--- config.mk ---
export PLATFORM = sky130hd
export DESIGN_NAME = ram_arbiter
export DESIGN_NICKNAME = d
export VERILOG_FILES = /design/src/rtl/ram_arbiter.sv
export SDC_FILE = /design/constraint.sdc
export NUM_CORES = 1
export LEC_CHECK = 0
export CORE_MARGIN = 1.5
export CORE_UTILIZATION = 44
export CTS_BUF_LIST = sky130_fd_sc_hd__clkbuf_8
export CTS_CLUSTER_SIZE = 30
export DETAILED_ROUTE_END_ITERATION = 8
export GPL_TIMING_DRIVEN = 1
export PLACE_DENSITY = 0.88
export RECOVER_POWER = 100
export REMOVE_ABC_BUFFERS = 1
export SYNTH_ARGS = -nofsm -noshare
export SYNTH_HDL_FRONTEND = slang
export SYNTH_SLANG_ARGS = --single-unit
--- constraint.sdc ---
create_clock -name Clk -period 3.53 [get_ports Clk]
set_input_delay 0.353 -clock Clk [delete_from_list [all_inputs] [get_ports Clk]]
set_output_delay 0.353 -clock Clk [all_outputs]
set_load 0.02 [all_outputs]
--- src/rtl/ram_arbiter.sv ---
// Two-port round-robin arbiter in front of a single-port synchronous RAM.
// Each granted access walks IDLE -> ACCESS -> CAPTURE -> DONE, one state per clock.
module ram_arbiter #(
  parameter int ADDR_W = 6,
  parameter int DATA_W = 32
) (
  input  logic              Clk,
  input  logic              Rst_n,
  input  logic              A_Req,
  input  logic              A_Write,
  input  logic [ADDR_W-1:0] A_Addr,
  input  logic [DATA_W-1:0] A_WData,
  output logic              A_Ack,
  output logic [DATA_W-1:0] A_RData,
  input  logic              B_Req,
  input  logic              B_Write,
  input  logic [ADDR_W-1:0] B_Addr,
  input  logic [DATA_W-1:0] B_WData,
  output logic              B_Ack,
  output logic [DATA_W-1:0] B_RData,
  output logic [ADDR_W-1:0] Mem_Addr,
  output logic              Mem_Write,
  output logic [DATA_W-1:0] Mem_Write_Data,
  input  logic [DATA_W-1:0] Mem_Read_Data,
  output logic              Busy
);

  typedef enum logic [1:0] {
    IDLE    = 2'd0,
    ACCESS  = 2'd1,
    CAPTURE = 2'd2,
    DONE    = 2'd3
  } state_t;

  state_t            r_state;
  logic              r_lastB;
  logic              r_winB;
  logic              r_write;
  logic [ADDR_W-1:0] r_memAddr;
  logic [DATA_W-1:0] r_memWData;
  logic [DATA_W-1:0] r_aRData;
  logic [DATA_W-1:0] r_bRData;
  logic              r_aAck;
  logic              r_bAck;

  logic              w_anyReq;
  logic              w_grantB;

  // On a tie B wins only when A was the most recent grant.
  assign w_anyReq = A_Req | B_Req;
  assign w_grantB = B_Req & (~A_Req | ~r_lastB);

  always_ff @(posedge Clk) begin
    if (!Rst_n) begin
      r_state    <= IDLE;
      r_lastB    <= 1'b1;
      r_winB     <= 1'b0;
      r_write    <= 1'b0;
      r_memAddr  <= '0;
      r_memWData <= '0;
      r_aRData   <= '0;
      r_bRData   <= '0;
      r_aAck     <= 1'b0;
      r_bAck     <= 1'b0;
    end else begin
      r_aAck <= 1'b0;
      r_bAck <= 1'b0;
      case (r_state)
        IDLE: begin
          if (w_anyReq) begin
            r_winB     <= w_grantB;
            r_lastB    <= w_grantB;
            r_write    <= w_grantB ? B_Write : A_Write;
            r_memAddr  <= w_grantB ? B_Addr  : A_Addr;
            r_memWData <= w_grantB ? B_WData : A_WData;
            r_state    <= ACCESS;
          end
        end
        ACCESS: begin
          r_state <= CAPTURE;
        end
        CAPTURE: begin
          // RAM data for the ACCESS address is on Mem_Read_Data during this cycle.
          if (!r_write) begin
            if (r_winB) begin
              r_bRData <= Mem_Read_Data;
            end else begin
              r_aRData <= Mem_Read_Data;
            end
          end
          r_aAck  <= ~r_winB;
          r_bAck  <= r_winB;
          r_state <= DONE;
        end
        DONE: begin
          r_state <= IDLE;
        end
        default: begin
          r_state <= IDLE;
        end
      endcase
    end
  end

  // Address and data registers load only at a grant, so they hold outside ACCESS.
  assign Mem_Addr       = r_memAddr;
  assign Mem_Write_Data = r_memWData;
  assign Mem_Write      = (r_state == ACCESS) & r_write & Rst_n;
  assign Busy           = (r_state != IDLE);
  assign A_Ack          = r_aAck;
  assign B_Ack          = r_bAck;
  assign A_RData        = r_aRData;
  assign B_RData        = r_bRData;

endmodule

## After elaboration in Yosys (flattened, before gate mapping)

Index checks and enable logic that the tools add are counted.

| operators by class | value |
|---|---|
| reductions and logical operators | 6 |
| mux-type cells | 5 |
| bitwise operators | 9 |
| eq/ne operators | 4 |

Operators by type and width:

| kind | count |
|---|---|
| 2-to-1 mux 32 bit | 1 |
| one-hot mux 2 bit (4 select lines) | 1 |
| 2-to-1 mux 6 bit | 1 |
| AND reduction 3 bit | 2 |
| equality test 2 bit, second input constant | 2 |
| NOT 1 bit | 4 |
| AND reduction 2 bit | 2 |
| bitwise AND 1 bit | 3 |
| equality test 2 x 1 -> 1 bit, second input constant | 1 |
| zero test 2 bit | 1 |
| 2-to-1 mux 2 bit | 1 |
| != test 2 bit, second input constant | 1 |
| OR 1 bit | 2 |
| nonzero test 2 bit | 1 |
| 2-to-1 mux 1 bit | 1 |

| word-level totals | value |
|---|---|
| output and inout bits | 106 |
| input bits | 114 |
| flip-flop bits (word level) | 109 |

## Longest topological paths before layout

Gate-level depths: netlist of run 1.

| logic depth | value |
|---|---|
| word-level depth | 4 |
| depth in mapped cells | 7 |
| depth with buffers taken out | 5 |

## Worst setup path after synthesis of run 1

OpenSTA, ideal clock, no wires.

| timing path | value |
|---|---|
| path kind | register -> register |
| from | register r_state[0] |
| to | register r_aRData[10] (netlist: A_RData[10]) |
| arrival | 1.308 ns |
| period minus slack after synthesis | 1.425 ns |
| stages on the path, launching flop included | 8 |
| library setup time | 0.116 ns |
| slack | 2.105 ns |
| buffers on the path | 2 |
| path through | dfxtp_1 > inv_1 > ha_1 > or3b_1 > buf_2 > buf_6 > nand2_1 > a21boi_1 |

| on the way | value |
|---|---|
| cells in the longest elaborated chain, start to end | 2 |

RTL lines:

| item | RTL line | source |
|---|---|---|
| start: declaration | 35 | `state_t r_state;` |
| start signal: assignment | 55 | `r_state <= IDLE;` |
| start signal: assignment | 76 | `r_state <= ACCESS;` |
| start signal: assignment | 80 | `r_state <= CAPTURE;` |
| equality test 2 bit | 68 | `case (r_state)` |
| AND reduction 3 bit (no source line) | n/a |  |
| end signal: assignment | 88 | `r_aRData <= Mem_Read_Data;` |
| end: declaration | 41 | `logic [DATA_W-1:0] r_aRData;` |

No other way between the ends.
A chain may end at the register's enable or synchronous reset.

## Worst setup path after layout of run 1

| timing path | value |
|---|---|
| from | register r_state[0] |
| to | output port Busy |

| on the way | value |
|---|---|
| cells in the longest elaborated chain, start to end | 1 |

RTL lines:

| item | RTL line | source |
|---|---|---|
| nonzero test 2 bit | 109 | `assign Busy = (r_state != IDLE);` |
| end: declaration | 25 | `output logic Busy` |

No other way between the ends.

==> summary by stage, run 1 <==
Yosys
In the synthesized netlist, the number of instances is 528. The post-synthesis average cell area is 8.138 um2. After synthesis the netlist holds a flip-flop and latch count of 109. The number of synthesis warnings is 0. The most common cell in the synthesized netlist is sky130_fd_sc_hd__nand2_1. For this run, the register share of the synthesized area comes to 0.5079. The most frequently used flop master after synthesis is sky130_fd_sc_hd__dfxtp_1.

The synthesized area is 4297 um2. The biggest area contributor in the post-synthesis netlist is sky130_fd_sc_hd__dfxtp_1. By count the netlist is led by 168 x sky130_fd_sc_hd__nand2_1, 109 x sky130_fd_sc_hd__dfxtp_1, 80 x sky130_fd_sc_hd__a21oi_1. For this run, asynchronously set or reset flops after synthesis account for 0. Synthesis instantiated 29 different standard cells from the library. The share of synthesized area in the top cell type comes to 0.5079. Yosys attributes the largest share of cell area to sky130_fd_sc_hd__dfxtp_1 51%, sky130_fd_sc_hd__nand2_1 15%, sky130_fd_sc_hd__a21boi_1 9.4%. In this run, synthesis inferred 0 flip-flops with an integrated enable.

CTS
In this run the post-CTS setup repair buffer count came out at 0. CTS built an H-tree with a depth of 3. The clock slew seen by the registers of the worst setup and hold paths is 0.12 ns.

The tree is rooted in a sky130_fd_sc_hd__clkbuf_8. The clock net in this run drives a total of 109 sinks. The quantity of hold-fixing buffers added after cts is 0. The number of resized instances in the post-cts repair step is 0. The number of buffers inserted during clock tree synthesis is 9.

The TritonCTS clock tree is built. The maximum clock insertion buffer count is 2. For the worst-skew pair, the clock arrives at the later sink with an insertion delay of 0.36 ns.

Power and ir drop
Of the total power, the share spent switching nets is 0.3882. The logic gate share of total power is 0.407. The internal power of the cells is 2.397 mW.

The net switching power is 1.521 mW. Summed over all cells, the static leakage comes to 2.708 nW. Of the total power, registers draw 0.410. The worst voltage drop across the vdd grid is 0.3560 mV. The ratio of total power to cell area is 588.3 nW/um2. Of the total power, the clock network draws 0.183.

STA
The sum of negative setup slack is 0 ns. For this run, the top clock speed supported by timing is 443.7 MHz. Dividing the final minimum period by the clock period gives 0.6384. The slew at the pin closest to its max-slew limit is 1.692 ns. Setup repair after global routing left no endpoint under its margin. Setup violations remaining at the end of the flow were counted as 0. The smallest clock period supported by the final layout is computed as 2.254 ns. The worst setup skew after layout is 0.01707 ns. The number of failing hold endpoints at the final stage is 0. The worst pin sits at a relative slew slack of -0.1283. The max-slew violation count is 110.

Routing
Summing over every cut layer, the via total after detailed routing is 4,395. The DRC violations left is 0. The number of DRC markers in iteration 0 is 165. The first detailed-routing pass ran for 5 iterations. Dividing the detail-routed wire length by the instance count gives 15.66 um. The number of routed nets with antenna violations is 0. After detailed routing, the total wire length is 13.40 mm. The via count normalized by instance count is 5.134.

Status
The checks that failed: capacitance limit, slew limit. The flow ran to the end, but the final reports show violations.

GRT
The number of global-route vias before repair is 4,343. In the global route stage, overall resource usage came out at 0.2571. The initial antenna violation count is 0. Entering global routing, the biggest net connects 110 pins. For this run the aggregate overflow at the end of global routing stands at 0. The first global-routing pass estimated 21.05 mm of wire.

Critical path
The first element of the critical path is r_state[0]. The reg-to-reg endpoint is B_RData[10]. The sort of element at the start of the critical path is a register. The source of the worst register-to-register timing path is r_state[0]. In this run the register-to-register setup slack is 1.42 ns. The cell depth of the worst flop-to-flop path is 5. The nature of the critical path endpoint is an output pin.

The critical path class is register to output pin. The required time at the endpoint of the critical path is 3.18 ns. The arrival time at the worst endpoint is 1.90 ns. In this run the worst setup path terminates at Busy. Along the worst path, the maximum fanout reaches 8.

Place
At the end of routability-driven placement, the weighted congestion stood at 0.8116. The detailed placement HPWL is 9.578 mm. The number of port buffers is 219.

Cells and area
In the final layout, the share of cells above drive strength 1 is 0.03439. The number of antenna diodes in the final layout is 0. After the last flow step, the layout net total stands at 839. The share of the core filled with cells is 0.7108. The area overhead of the layout relative to synthesis is 55.04%.

Floorplan
From bottom edge to top edge, the die measures 101.8 um. The die covers 10,370 um2. The floorplan step defined a core boundary enclosing 9371 um2. The top-level port count is 220.

The floorplan has 35 rows. The horizontal extent of the die is 101.8 um. For this configuration, the core starts out at a cell density of 0.4585.

Min path
The path type of the worst min-delay path is register to register.

Job
Across the run, the number of max-cap violations was 1.
==> registers in the layout, indices dropped and copies added, names as in the netlist, 2 cells and up <==
signal and flops:
B_RData 32, Mem_Write_Data 32, A_RData 32, Mem_Addr 6, r_state 2
==> worst max-delay path, cell delays in order (launching register included) <==
cell and delay, ns:
sky130_fd_sc_hd__dfxtp_1 0.38, sky130_fd_sc_hd__inv_1 0.07, sky130_fd_sc_hd__ha_1 0.30, sky130_fd_sc_hd__inv_2 0.10, sky130_fd_sc_hd__dlygate4sd3_1 0.69
==> kinds of logic after synthesis <==
| group | count (synthesis) | share of synthesized area |
|---|---|---|
| compound gates | 192 | 0.2659 |
| fa+ha+maj | 3 | 0.008737 |
| buf+inv | 45 | 0.05241 |
| flops | 109 | 0.5079 |
| simple gates | 179 | 0.1651 |
==> per-layer routing <==
metal,vias up,part of all wire,track usage
met5,-,0,0
met4,0,0.022,0.08957
met3,22,0.10,0.08345
met2,217,0.50,0.4559
met1,2004,0.38,0.2908
li1,2152,-,-
==> placed cells by master, fill, tap and decap left out, drive strengths merged, types with 2 or more instances in the layout <==
cell and instances:
a21oi 80, a21boi 66, buf 4, clkdlybuf4s50 112
dlygate4sd3 106, and3 3, dfxtp 109, o21ai 42
inv 7, clkbuf 12, clkinvlp 2, ha 3
nand2 168
==> worst min-delay path by stage <==
stage               slack (ns)  depth (start not counted)         from           to
CTS                       0.46                          2  B_RData[26]  B_RData[26]
detailed placement        0.45                          2  B_RData[26]  B_RData[26]
finish                    0.47                          2  B_RData[28]  B_RData[28]
global placement          0.44                          2  A_RData[19]  A_RData[19]
floorplan                 0.43                          1        Rst_n      r_lastB
global route              0.49                          2  A_RData[31]  A_RData[31]
==> power by group through the flow <==
stage | clock network (mW) | registers, mW | logic, mW
after floorplan | 0 | 1.90 | 0.583
after global placement | 0 | 1.63 | 1.64
after detailed placement | 0 | 1.64 | 1.69
after CTS | 0.735 | 1.62 | 1.70
after global routing | 0.778 | 1.64 | 1.73
final | 0.718 | 1.61 | 1.59
==> cell type report <==
class                           instances  area, um2
Clock inverter                          7      58.81
Tap cell                              129      161.4
Timing Repair Buffer                  225       2225
Multi-Input combinational cell        374       1899
Clock buffer                            9      123.9
Sequential cell                       109       2182
Inverter                                3      11.26
Fill cell                             741       2710
==> metrics by stage <==
stage / instance area [um2] / cells / power, mW / hold slack [ns] / setup slack, ns
2_1_floorplan: 4083 / 486 / 2.482 / 0.4292 / 1.462
3_3_place_gp: 6486 / 840 / 3.274 / 0.4401 / 1.525
3_5_place_dp: 6486 / 840 / 3.335 / 0.4460 / 1.389
4_1_cts: 6669 / 856 / 4.054 / 0.4601 / 1.324
5_1_grt: 6661 / 856 / 4.148 / 0.4899 / 1.152
6_report: 6661 / 856 / 3.919 / 0.4700 / 1.276
(Power assumes the default switching activity.)
==> inputs of run 2 (changes only) <==
--- a/config.mk
+++ b/config.mk
@@ -6,12 +6,12 @@
 export NUM_CORES = 1
 export LEC_CHECK = 0
 export CORE_MARGIN = 1.5
-export CORE_UTILIZATION = 44
+export CORE_UTILIZATION = 37
 export CTS_BUF_LIST = sky130_fd_sc_hd__clkbuf_8
 export CTS_CLUSTER_SIZE = 30
 export DETAILED_ROUTE_END_ITERATION = 8
 export GPL_TIMING_DRIVEN = 1
-export PLACE_DENSITY = 0.88
+export PLACE_DENSITY = 0.78
 export RECOVER_POWER = 100
 export REMOVE_ABC_BUFFERS = 1
 export SYNTH_ARGS = -nofsm -noshare
==> constraint.sdc (replaced) <==
create_clock -name Clk -period 2 [get_ports Clk]
set_input_delay 0.2 -clock Clk [delete_from_list [all_inputs] [get_ports Clk]]
set_output_delay 0.2 -clock Clk [all_outputs]
set_load 0.02 [all_outputs]
==> run 2 against run 1 <==
  * The run now ends clean
  * Non-clock buffer count is 5 higher
  * Sequential share of layout area is 0.29 points lower
  * Combinational power is 79% higher
  * Global-route usage fell by 4.3 points
  * Via count up 1.1%
  * Wire length fell by 1.1%
  * Highest routed layer unchanged
==> summary by stage, run 2 (same netlist as run 1, synthesis figures left out) <==
Place
The area after detailed placement was 6566 um2 (was 6486 um2). The detailed placement HPWL is 9.277 mm (was 9.578 mm). The number of port buffers came to 219 (unchanged). The placer's final routability congestion estimate is 0.7886 (was 0.8116).

The number of cells in the design after placement is 859 (was 840).

Power and ir drop
The ratio of total power to cell area came to 1030 nW/um2 (was 588.3 nW/um2). The worst voltage drop across the vdd grid came to 0.6506 mV (was 0.3560 mV). The overall power is 6.925 mW (was 3.919 mW). The leakage power total is 2.744 nW (was 2.708 nW).

Routing
The total routed wirelength is 13.26 mm (was 13.40 mm). The first-pass iteration count of the detailed router came to 5 (unchanged). The DRC violations left is 0 (unchanged). The via count normalized by instance count is 5.078 (was 5.134). The per-cell routed wire length came to 15.15 um (was 15.66 um).

The routed metal-1 wirelength is 5.364 mm (was 5.056 mm). The number of DRC markers in iteration 0 is 269 (was 165). The wire length on met3 is 1.202 mm (was 1.406 mm). The total via count after detailed routing is 4,443 (was 4,395). The number of routed nets with antenna violations is 0 (unchanged). The total length of routed met2 wires is 6.503 mm (was 6.645 mm). The uppermost signal routing layer after detailed routing is met4 (unchanged).

STA
The post-route clock period utilization is 0.8893. Unrepaired setup endpoints after global routing: false (unchanged). The number of failing hold endpoints at the final stage is 0 (unchanged). The upper clock frequency limit is 562.3 MHz. The slew at the pin closest to its max-slew limit came to 0.9006 ns (was 1.692 ns). The worst slew margin relative to its limit is 0.3996 (was -0.1283). The final critical-path required period is 1.779 ns. The setup-violating endpoint count in the final report is 0 (unchanged). The max-slew violation count is 0 (was 110). The sum of negative setup slack is 0 ns (unchanged). The worst setup skew after layout is 0.01082 ns (was 0.01707 ns).

CTS
The clock slew seen by the registers of the worst setup and hold paths came to 0.10 ns (was 0.12 ns). The clock root buffer master is sky130_fd_sc_hd__clkbuf_8 (unchanged). The clock network latency to the later pin of the worst-skew pair is 0.36 ns (about the same).

The total number of clock tree sinks is 109 (unchanged). The TritonCTS clock tree is built (unchanged). The maximum clock insertion buffer count came to 2 (unchanged).

The post-CTS setup repair buffer count came to 0 (unchanged). The total number of H-tree levels came to 3 (unchanged). The number of buffers inserted during clock tree synthesis is 9 (unchanged).

GRT
The number of global-route vias before repair came to 4,493 (was 4,343). The wire length of the first global-routing pass is 21.58 mm (was 21.05 mm). The initial antenna violation count came to 0 (unchanged). The largest net degree at the start of global routing is 110 (unchanged). The sum of overflow across all layers after global routing is 0 (unchanged). The overall fraction of global-route tracks in use is 0.2142 (was 0.2571).

Cells and area
The share of the core filled with cells is 0.5911 (was 0.7108). Top library cells by usage in the layout, fill and taps aside: 168 x sky130_fd_sc_hd__nand2_1, 112 x sky130_fd_sc_hd__clkdlybuf4s50_1, 109 x sky130_fd_sc_hd__dfxtp_1, 104 x sky130_fd_sc_hd__dlygate4sd3_1, 80 x sky130_fd_sc_hd__a21oi_1 (was 168 x sky130_fd_sc_hd__nand2_1, 112 x sky130_fd_sc_hd__clkdlybuf4s50_1, 109 x sky130_fd_sc_hd__dfxtp_1, 106 x sky130_fd_sc_hd__dlygate4sd3_1, 80 x sky130_fd_sc_hd__a21oi_1). The area overhead of the layout relative to synthesis came to 56.41% (was 55.04%). The filler cell count in the final layout is 1,022 (was 741).

The share of post-route cells with drive strength above 1 is 0.04098 (was 0.03439). The number of antenna cells inserted came to 0 (unchanged). The commonest non-fill, non-tap cell in the layout is sky130_fd_sc_hd__nand2_1 (unchanged). The final layout net count is 844 (was 839). The final cell area excluding filler cells was 6720 um2 (was 6661 um2). The final non-filler cell total was 875 (was 856).

Critical path
The cell at the slowest stage of the critical path is sky130_fd_sc_hd__dfxtp_1 (was sky130_fd_sc_hd__dlygate4sd3_1). Sequence of cells on the critical path: inv_1 -> ha_1 -> inv_1 -> dlygate4sd2_1 (was inv_1 -> ha_1 -> inv_2 -> dlygate4sd3_1). The required time at the endpoint of the critical path is 1.80 ns (was 3.18 ns).

Counting stages on the worst path, the most repeated cell is sky130_fd_sc_hd__inv_1. The arrival time at the worst endpoint is 1.58 ns (was 1.90 ns). The critical path class is register to output pin (unchanged). The slack of the worst reg-to-reg path is 0.33 ns (was 1.42 ns). The maximum fanout along the worst path is 8 (unchanged). The nature of the critical path endpoint is an output pin (unchanged).

The sort of element at the start of the critical path is a register (unchanged). The maximum single-stage delay on the critical path is 0.37 ns (was 0.69 ns).

Floorplan
The horizontal extent of the die is 110.8 um (was 101.8 um). The die footprint is 12,270 um2 (was 10,370 um2). The placeable core region was 11,370 um2 (was 9371 um2). The number of core rows is 39 (was 35). The initial core utilization is 0.3779 (was 0.4585). The top-level port count is 220 (unchanged). The chip height was 110.8 um (was 101.8 um).

Status
Result of the run: completed (was complete, but fails checks).

Job
The number of max-capacitance violations reported was 0 (was 1).

Min path
The path type of the worst min-delay path is input pin to register (was register to register).
## run 2: cell count changes in the layout (fill, tap and decap cells not counted), sizes merged
cell	before	now
clkinv	1	5
dlygate4sd3	106	104
inv	7	4
dlygate4sd2	0	1
clkinvlp	2	0
buf	4	11
## run 2: worst paths after layout
check                                           to         from  cells past startpoint
worst max register to register          r_state[1]   r_state[0]                      5
worst min register to register         A_RData[10]  A_RData[10]                      2
worst min-delay path            Mem_Write_Data[31]  A_WData[31]                      3
worst max-delay path                          Busy   r_state[0]                      4
## run 2: cell type report
cell class / instances / area (um2) / area share
inverter: 3 / 11.26 / 0.001676
clock inverter: 6 / 40.04 / 0.005958
clock buffer: 10 / 137.6 / 0.02048
timing repair buffer: 230 / 2275 / 0.3385
multi-input combinational: 374 / 1896 / 0.2821
sequential: 109 / 2182 / 0.3247
tap: 143 / 178.9 / 0.02662
## run 2: metrics by stage
step                setup slack, ns  hold WS (ns)
floorplan                   0.02410        0.2762
global placement             0.1971        0.4390
detailed placement           0.1404        0.4471
CTS                         0.08363        0.3588
global route                 0.1127        0.3691
finish                       0.2214        0.3756
## run 2: layer usage
metal | vias up | track usage
met2 | 220 | 0.3835
met4 | 0 | 0.05983
met3 | 15 | 0.07053
met5 | - | 0
li1 | 2154 | -
met1 | 2054 | 0.2428
## run 2: repair_timing
item	in CTS	in global routing
resized for setup	1	1
pin swaps	0	0
hold buffers	0	0
setup endpoints to repair	1	1
## run 2: power by group
part	internal (mW)	switching [mW]
registers	2.61	0.234
logic	1.19	1.66
clock network	0.487	0.749
total	4.28	2.64
## run 2: worst max-delay path: cells and delay by family, from the launching register on
kind / cells / cell delay, ns
adder cells (fa/ha/maj): 1 / 0.29
flip-flops: 1 / 0.37
buffers and inverters: 3 / 0.55
==> patch, RTL diff (settings of run 1) <==
Change the parameter `ADDR_W` from 6 to 5.
--- a/src/rtl/ram_arbiter.sv
+++ b/src/rtl/ram_arbiter.sv
@@ -2,5 +2,5 @@
 // Each granted access walks IDLE -> ACCESS -> CAPTURE -> DONE, one state per clock.
 module ram_arbiter #(
-  parameter int ADDR_W = 6,
+  parameter int ADDR_W = 5,
   parameter int DATA_W = 32
 ) (
Ports: changed (resized A_Addr, B_Addr and Mem_Addr); port bits go from 220 to 217. No check against the original RTL was run, so the function may have changed too.
==> patch against run 1 <==
  * Largest power group is now combinational logic
  * Total power is 5.2% higher
  * Hold slack worse by 0.0056 ns
  * Final cell count is 0.12% lower
  * Sequential share of layout area is 0.80 points lower
  * Synthesized cell count is 0.95% lower
  * Wire length is 0.31% higher
  * Sequential cell count is 1 lower
  * The flow still finishes with violations (capacitance limit, slew limit)
  * Fmax is 1.6% lower
  * Largest cell class unchanged
  * Critical path type is now reg -> reg
  * Core utilization is 1.2 points lower
  * Global-route usage is 0.57 points lower
  * Critical path depth is 2 higher
  * Final area is 1.6% higher
  * Worst setup slack worse by 0.037 ns
  * Area after synthesis is 1.6% higher
==> patch: results (changes against run 1) <==
status=finished, violations left (unchanged); failing checks=capacitance limit, slew limit (unchanged); maximum fanout along the worst path=25 (was 8); share of cells above drive strength 1=6.79% (was 3.44%); area post-placement=6540 um2 (was 6490 um2); Hold Path Sink=A_RData[11]$_SDFFE_PN0P_ (was B_RData[28]$_SDFFE_PN0P_); Area contributors post-synth=dfxtp_1 (50%), nand2_1 (14%), a21boi_1 (10%) (was dfxtp_1 (51%), nand2_1 (15%), a21boi_1 (9.4%)); global-route wire length before repair=20500 um (was 21000 um); DR iter-0 viols=188 (was 165); largest net degree at the start of global routing=109 (was 110); FF-to-FF path depth=6 (was 5); Place WS=1.34 ns (was 1.39 ns); Worst path top cell family by delay=simple AND/OR/NAND/NOR gates (was buffers and inverters); DP Cell Count=839 (was 840); worst hold slack=0.464 ns (was 0.470 ns); # nets final=832 (was 839); Via density=5.19 (was 5.13); gpl congestion=0.811 (was 0.812); worst slew pin tran=1.70 ns (was 1.69 ns); Buffers on Ports=216 (was 219); max_cap viols=1 (unchanged); Hold Startpoint=A_RData[11]$_SDFFE_PN0P_ (was B_RData[28]$_SDFFE_PN0P_); R2R Path End=A_RData[1]$_SDFFE_PN0P_ (was B_RData[10]$_SDFFE_PN0P_); Setup Buffers After CTS=0 (unchanged); gr usage total=25.1% (was 25.7%); DP HPWL=9400 um (was 9580 um); slowest stage delay, CP=0.81 ns (was 0.69 ns); fin cells=855 (was 856); R2R setup slack=1.24 ns (was 1.42 ns); Pins Over Slew Limit=109 (was 110); post-synthesis sequential area ratio=49.5% (was 50.8%); crit path max-delay cell type=or3b_1 (was dlygate4sd3_1); Synth cell types=31 (was 29); synth cell count leaders=nand2_1 (167), dfxtp_1 (108), a21boi_1 (61), a21oi_1 (58), o21ai_0 (29) (was nand2_1 (168), dfxtp_1 (109), a21oi_1 (80), a21boi_1 (54), o21ai_0 (31))
## patch: logic make-up (layout without fill, tap and decap cells)
group	Yosys count	count (layout)	share of synthesized area (%)
buffers and inverters	45	244	5.88
adder cells (fa/ha/maj)	3	3	0.860
flip-flops	108	108	49.5
AO/OA/AOI/OAI	189	189	27.6
AND/OR/NAND/NOR	178	178	16.2
## patch: cell type report
type / count / area [um2]
Fill cell: 737 / 2920
Timing Repair Buffer: 225 / 2220
Tap cell: 133 / 166
Clock buffer: 9 / 124
Multi-Input combinational cell: 370 / 1970
Clock inverter: 7 / 115
Inverter: 3 / 11.3
Sequential cell: 108 / 2160
## patch: power by group
group | internal [mW] | switching [mW]
clock network | 0.469 | 0.420
registers | 1.46 | 0.131
logic | 0.676 | 0.967
## patch: worst max-delay path by stage
| stage | slack [ns] | depth (start not counted) | end |
|---|---|---|---|
| floorplan | 1.19 | 3 | r_winB$_SDFFE_PN0P_ |
| global placement | 1.43 | 5 | Mem_Write_Data[18]$_SDFFE_PN0P_ |
| detailed placement | 1.34 | 4 | Mem_Addr[1]$_SDFFE_PN0P_ |
| CTS | 1.29 | 4 | Busy |
| global route | 1.04 | 6 | A_RData[16]$_SDFFE_PN0P_ |
| finish | 1.24 | 6 | A_RData[1]$_SDFFE_PN0P_ |
## patch: layer usage
layer,share of wire (%),wire length [um],global-route usage [%]
met1,37,5040,27.6
met2,50,6700,45.5
met3,10,1390,6.98
met4,2.4,317,10.7
met5,0,0,0
## patch: worst reg2reg max path, delay by kind of cell (launching register included)
family / cells / cell delay [ns]
AND/OR/NAND/NOR: 2 / 0.90
buffers and inverters: 2 / 0.46
flip-flops: 1 / 0.38
adder cells (fa/ha/maj): 1 / 0.26
AO/OA/AOI/OAI: 1 / 0.21
